`src/rtl/disp_pkg.sv`:
```
// Shared types and constants for the multiplexed 7-segment scanner.
package disp_pkg;

   typedef enum logic [1:0] {
      S_IDLE = 2'd0,
      S_ON   = 2'd1,
      S_DEAD = 2'd2
   } state_t;

   localparam logic [7:0] SEG_OFF = 8'hFF;

   // Active-low {g,f,e,d,c,b,a}; entry 0 is the rightmost element.
   localparam logic [15:0][6:0] GLYPH = {
      7'h0E, 7'h06, 7'h21, 7'h46, 7'h03, 7'h08, 7'h10, 7'h00,
      7'h78, 7'h02, 7'h12, 7'h19, 7'h30, 7'h24, 7'h79, 7'h40
   };

endpackage

```
`src/rtl/hex7seg.sv`:
```
// Hex nibble to active-low segment decode with per-digit blank and decimal point.
module hex7seg
   import disp_pkg::*;
(
   input  logic [3:0] nibble,
   input  logic       le,
   input  logic       point,
   output logic [7:0] seg_n
);

   // Blanking only clears the glyph; the decimal point still follows point.
   assign seg_n = {~point, (le ? 7'h7F : GLYPH[nibble])};

endmodule

```
`src/rtl/disp_scan_n.sv`:
```
// Time-multiplexed scanner for NDIG common-anode 7-segment digits with
// optional dead time between digits and per-frame input snapshots.
//
//   state  | meaning
//   -------+---------------------------------------------------------
//   S_IDLE | scanning stopped, all outputs off, waiting for en
//   S_ON   | anode of digit dig driven for ON_CYC cycles
//   S_DEAD | all anodes off for DEAD_CYC cycles before the next digit
module disp_scan_n
   import disp_pkg::*;
#(
   parameter int NDIG     = 8,
   parameter int ON_CYC   = 50000,
   parameter int DEAD_CYC = 500
)
(
   input  logic                clk,
   input  logic                rst,
   input  logic                en,
   input  logic [4*NDIG-1:0]   data,
   input  logic [NDIG-1:0]     point,
   input  logic [NDIG-1:0]     le,
   output logic [7:0]          seg_n,
   output logic [NDIG-1:0]     an_n,
   output logic                frame
);

   localparam int CNT_MAX = (ON_CYC > DEAD_CYC) ? ((ON_CYC > 2) ? ON_CYC : 2)
                                                : ((DEAD_CYC > 2) ? DEAD_CYC : 2);
   localparam int CW = $clog2(CNT_MAX);
   localparam int DW = (NDIG > 1) ? $clog2(NDIG) : 1;

   localparam logic [CW-1:0] ON_LAST   = CW'(ON_CYC - 1);
   localparam logic [CW-1:0] DEAD_LAST = CW'((DEAD_CYC > 0) ? DEAD_CYC - 1 : 0);
   localparam logic [DW-1:0] DIG_LAST  = DW'(NDIG - 1);

   state_t              r_state;
   logic [DW-1:0]       r_dig;
   logic [CW-1:0]       r_cnt;
   logic [4*NDIG-1:0]   r_data;
   logic [NDIG-1:0]     r_point;
   logic [NDIG-1:0]     r_le;
   logic [7:0]          r_seg_n;
   logic [NDIG-1:0]     r_an_n;
   logic                r_frame;

   logic [3:0]          w_nibble;
   logic                w_point;
   logic                w_le;
   logic [7:0]          w_seg_n;
   logic                w_on_done;
   logic                w_dead_done;
   logic                w_advance;

   assign w_nibble    = r_data[{r_dig, 2'b00} +: 4];
   assign w_point     = r_point[r_dig];
   assign w_le        = r_le[r_dig];
   assign w_on_done   = (r_cnt == ON_LAST);
   assign w_dead_done = (r_cnt == DEAD_LAST);
   assign w_advance   = ((r_state == S_ON) && w_on_done && (DEAD_CYC == 0)) ||
                        ((r_state == S_DEAD) && w_dead_done);

   hex7seg u_hex7seg (
      .nibble (w_nibble),
      .le     (w_le),
      .point  (w_point),
      .seg_n  (w_seg_n)
   );

   // Outputs are registered from the current state, so anode and segments
   // always move together one cycle behind the state register.
   always_ff @(posedge clk or posedge rst) begin
      if (rst) begin
         r_state <= S_IDLE;
         r_dig   <= '0;
         r_cnt   <= '0;
         r_data  <= '0;
         r_point <= '0;
         r_le    <= '0;
         r_seg_n <= SEG_OFF;
         r_an_n  <= '1;
         r_frame <= 1'b0;
      end else if (!en) begin
         r_state <= S_IDLE;
         r_dig   <= '0;
         r_cnt   <= '0;
         r_seg_n <= SEG_OFF;
         r_an_n  <= '1;
         r_frame <= 1'b0;
      end else begin
         r_frame <= 1'b0;
         r_seg_n <= (r_state == S_ON) ? w_seg_n : SEG_OFF;
         r_an_n  <= (r_state == S_ON) ? ~(NDIG'(1) << r_dig) : '1;
         case (r_state)
            S_IDLE: begin
               r_data  <= data;
               r_point <= point;
               r_le    <= le;
               r_frame <= 1'b1;
               r_dig   <= '0;
               r_cnt   <= '0;
               r_state <= S_ON;
            end
            S_ON: begin
               if (w_on_done) begin
                  r_cnt <= '0;
                  if (DEAD_CYC > 0) r_state <= S_DEAD;
               end else begin
                  r_cnt <= r_cnt + CW'(1);
               end
            end
            S_DEAD: begin
               if (w_dead_done) r_cnt <= '0;
               else             r_cnt <= r_cnt + CW'(1);
            end
            default: r_state <= S_IDLE;
         endcase
         if (w_advance) begin
            r_state <= S_ON;
            if (r_dig == DIG_LAST) begin
               r_dig   <= '0;
               r_data  <= data;
               r_point <= point;
               r_le    <= le;
               r_frame <= 1'b1;
            end else begin
               r_dig <= r_dig + DW'(1);
            end
         end
      end
   end

   assign seg_n = r_seg_n;
   assign an_n  = r_an_n;
   assign frame = r_frame;

endmodule

```
`config.mk`:
```
export PLATFORM = sky130hd
export DESIGN_NAME = disp_scan_n
export DESIGN_NICKNAME = d
export VERILOG_FILES = /design/src/rtl/disp_pkg.sv /design/src/rtl/hex7seg.sv /design/src/rtl/disp_scan_n.sv
export SDC_FILE = /design/constraint.sdc
export NUM_CORES = 1
export LEC_CHECK = 0
export ABC_CLOCK_PERIOD_IN_PS = 3600
export CAP_MARGIN = 15
export CORE_MARGIN = 10
export CORE_UTILIZATION = 40
export DETAILED_ROUTE_END_ITERATION = 12
export SYNTH_ARGS = -nofsm -noshare
export SYNTH_HDL_FRONTEND = slang
export SYNTH_HIERARCHICAL = 1
export SYNTH_SLANG_ARGS = --single-unit
```
`constraint.sdc`:
```
create_clock -name clk -period 3.6 [get_ports clk]
set_clock_uncertainty 0.05 [all_clocks]
set_input_delay 1.08 -clock clk [delete_from_list [all_inputs] [get_ports clk]]
set_output_delay 1.08 -clock clk [all_outputs]
set_load 0.005 [all_outputs]
```
==> run_results.csv <==
group,metric,value,unit
run_status,run_status,"finished, final reports clean",
timing,setup-violations-final,0,
worst_setup_path,crit_path_cell_trace,"mux4_2 -> nand2_1 -> nand2_1 -> inv_1 -> ha_1 -> or2_2 -> a311o_1 -> nand2b_1",
placement,dpl-instance-area,5200,µm²
placement,finalWeightedCongestion,0.829,
die,io_pins,68,
timing,grt_setup_unrepaired,"false",
global_route,antenna_found_initial,0,
worst_hold_path,timing.hold.worst_path_depth,1,
global_route,grt_start_max_net_pins,50,
timing,finalCritPeriodShare,79.6,%
worst_setup_path,timing.setup.critical_path_class,"reg -> reg",
placement,io_port_bufs,67,
clock_network,cts_bufs_inserted,9,
worst_setup_path,regToRegSetupSlack,740,ps
timing,fin_worst_hold_slack,437,ps
detailed_routing,dr_total_vias,2911,
timing,tightestPinTransition,694,ps
clock_network,cts_resized,0,
synthesis,synthesis.instances,353,
final_layout,final-instance-count-excl-fill,568,
global_route,first_global_vias,3108,
worst_setup_path,worst_setup_path_end_kind,"flip-flop",
clock_network,clkLatencyLatePin,360,ps
worst_hold_path,holdCritStartpoint,"r_le[2]",
detailed_routing,drt_pass1_iterations,4,
detailed_routing,total_wirelength_of_the_detailed_routed_design,9220,µm
worst_setup_path,critPathArrivalTime,3090,ps
synthesis,synth_top_area_share,40.0,%
global_route,grt_first_pass_wirelength,15900,µm
synthesis,synth-edff-count,0,
worst_setup_path,number_of_buffers_and_inverters_on_the_critical_path,1,
worst_setup_path,rr_endpoint,"seg_n[1]",
final_layout,antenna_cells_inserted,0,
timing,max_slew_headroom_at_the_worst_pin,53.7,%
synthesis,ys_seq_area_share,49.6,%
worst_setup_path,cell_repeated_most_along_the_worst_path,"nand2_1",
synthesis,synthesis.area,4380,µm²
die,initial_core_util,40.5,%
placement,place_inst,552,
global_route,grt-ovfl-total,0,
worst_hold_path,end_point_of_the_worst_hold_path,"r_le[2]",
timing,fin_tns_setup,0,ps
clock_network,max-clock-path-buffers,2,
detailed_routing,detailedRoute.firstIterationViolations,192,
worst_setup_path,critPathMaxFanout,9,
detailed_routing,drc,0,
worst_hold_path,holdCritPathClass,"reg -> reg",
timing,finalMaxSlewViolations,0,
worst_setup_path,worst_path_max_delay_cell,"dfrtp_1",
job,maxCapViolations,0,
clock_network,cts_num_sinks,86,
clock_network,cts_hold_repair.buffers,0,
clock_network,clock_transition_time_at_the_flip_flop_clock_pins_of_the_worst_setup_and_hold_paths,90,ps
final_layout,most-common-layout-cells,"dfrtp_1, clkdlybuf4s50_1, mux2_2, nand2_1, ha_1",
synthesis,synth.largest_area_cell,"dfrtp_1",
pwr,power_density,431,nW/µm²
synthesis,yosys_register_bits,86,
timing,achievable-frequency,349,MHz
detailed_routing,vias_per_cell,5.13,
worst_setup_path,reg2regPathDepth,8,
final_layout,final_layout_size_suffix_gt1_share,23.8,%
global_route,globalRouteTotalUtil,12.2,%
synthesis,synthesis.nets,423,
synthesis,synth.avg_cell_area,12.4,µm²
placement,hpwl_after_detailed_placement,6850,µm
synthesis,synthArstFlopShare,100,%
die,die_w,125,µm
worst_setup_path,setup.worst_path.start_class,"flip-flop",
worst_setup_path,critical_path.reg2reg.startpoint,"r_dig[0]",
synthesis,yosys_warnings,6,
timing,report.final.hold_viol_count,0,
synthesis,yosysUniqueCellTypes,56,
final_layout,final_common_cell,"dfrtp_1",
detailed_routing,ant_nets,0,
pwr,ir_worst_vdd,0.175,mV
die,design.core.area,10800,µm²
final_layout,finalNetCount,493,
clock_network,postCtsSetupRepairBufs,0,
final_layout,area_delta_synth_final,23.7,%
final_layout,finish.instance_area,5410,µm²
die,core.rowCount,38,
clock_network,tritoncts,"done",
worst_setup_path,cpLargestDelayFamily,"simple AND/OR/NAND/NOR gates",
synthesis,synth_area_leaders,"dfrtp_1, mux2_2, dfstp_2",
die,die_y,125,µm
worst_setup_path,critical-path-max-stage-delay,690,ps
die,fp.dieArea,15500,µm²
clock_network,root_buffer,"clkbuf_8",
pwr,leakage,2.19,nW
synthesis,synth_ff_type,"dfrtp_1",
detailed_routing,routed_wire_length_per_instance,16.2,µm
clock_network,cts_htree_levels,3,
worst_setup_path,cp_data_required_time,3830,ps
timing,period_minus_slack,2860,ps
## worst reg2reg max path: cells and delay by family (launching register included)
| kind | cells | cell delay, ps |
|---|---|---|
| AND/OR/NAND/NOR | 4 | 710 |
| AO/OA/AOI/OAI | 1 | 330 |
| flip-flops | 1 | 690 |
| adder cells (fa/ha/maj) | 1 | 240 |
| multiplexers | 1 | 570 |
| buffers and inverters | 1 | 190 |
## layout make-up
| class | count | area, µm² |
|---|---|---|
| Tap cell | 140 | 175 |
| Multi-Input combinational cell | 238 | 2050 |
| Clock buffer | 9 | 124 |
| Timing Repair Buffer | 74 | 748 |
| Inverter | 14 | 53.8 |
| Fill cell | 975 | 5380 |
| Sequential cell | 86 | 2170 |
| Clock inverter | 7 | 85.1 |
## logic make-up (layout without fill, tap and decap cells)
group / Yosys count / in the layout / share of synthesized area [%]
AOI/OAI and AO/OA: 34 / 34 / 6.35
xor gates and xnor gates: 4 / 4 / 0.801
adders and majority gates: 19 / 19 / 5.43
buffers and inverters: 29 / 104 / 3.55
DFF: 86 / 86 / 49.6
muxes: 66 / 66 / 20.0
and+or+nand+nor: 115 / 115 / 14.3
## cells in the mapped netlist (4+ instances only)
cell type and number:
nand2_1 35, clkbuf_1 5, mux2i_1 4, nor2_1 14, nand4_1 4, ha_1 19
nor3_1 4, a21oi_1 5, dfstp_2 16, mux2_1 11, and3_1 4, nand2b_1 12
dfrtp_1 70, mux4_2 12, inv_1 13, nand3_1 15, o21ai_0 6, mux2_2 39
## report_power, final
group / leakage, nW / switching (mW) / total [mW] / internal [mW]
Combinational: 1.05 / 0.195 / 0.462 / 0.267
Clock: 0.108 / 0.385 / 0.723 / 0.338
Sequential: 1.03 / 0.0583 / 1.15 / 1.09
## state kept, by name (all words and copies together), names as in the netlist
name	flops
r_dig	3
r_cnt	16
r_state	2
an_n	8
seg_n	8
frame	1
r_data	32
r_le	8
r_point	8
## worst max-delay path by stage
stage | from | slack (ps) | endpoint | depth (start not counted)
2_1_floorplan | rst | 270 | frame | 1
3_3_place_gp | r_dig[0] | 760 | seg_n[1] | 8
3_5_place_dp | r_dig[0] | 730 | seg_n[1] | 8
4_1_cts | r_dig[0] | 720 | seg_n[1] | 8
5_1_grt | r_dig[0] | 580 | seg_n[1] | 8
6_report | r_dig[0] | 740 | seg_n[1] | 8
## through the flow
step | utilization (%) | power, mW | setup WS [ps]
global placement | 48.2 | 1.62 | 757
floorplan | - | 1.48 | 275
CTS | 50.2 | 2.37 | 716
finish | 50.2 | 2.33 | 736
detailed placement | 48.2 | 1.63 | 731
global route | 50.2 | 2.47 | 579
## routing by layer
layer	vias up	GRT usage (%)	routed length, µm
met1	1433	15.8	4300
met2	58	19.3	4400
met3	4	3.87	443
li1	1416	-	-
met4	0	3.36	67
met5	-	0	0
No activity file was read; power rests on OpenSTA's default activity.
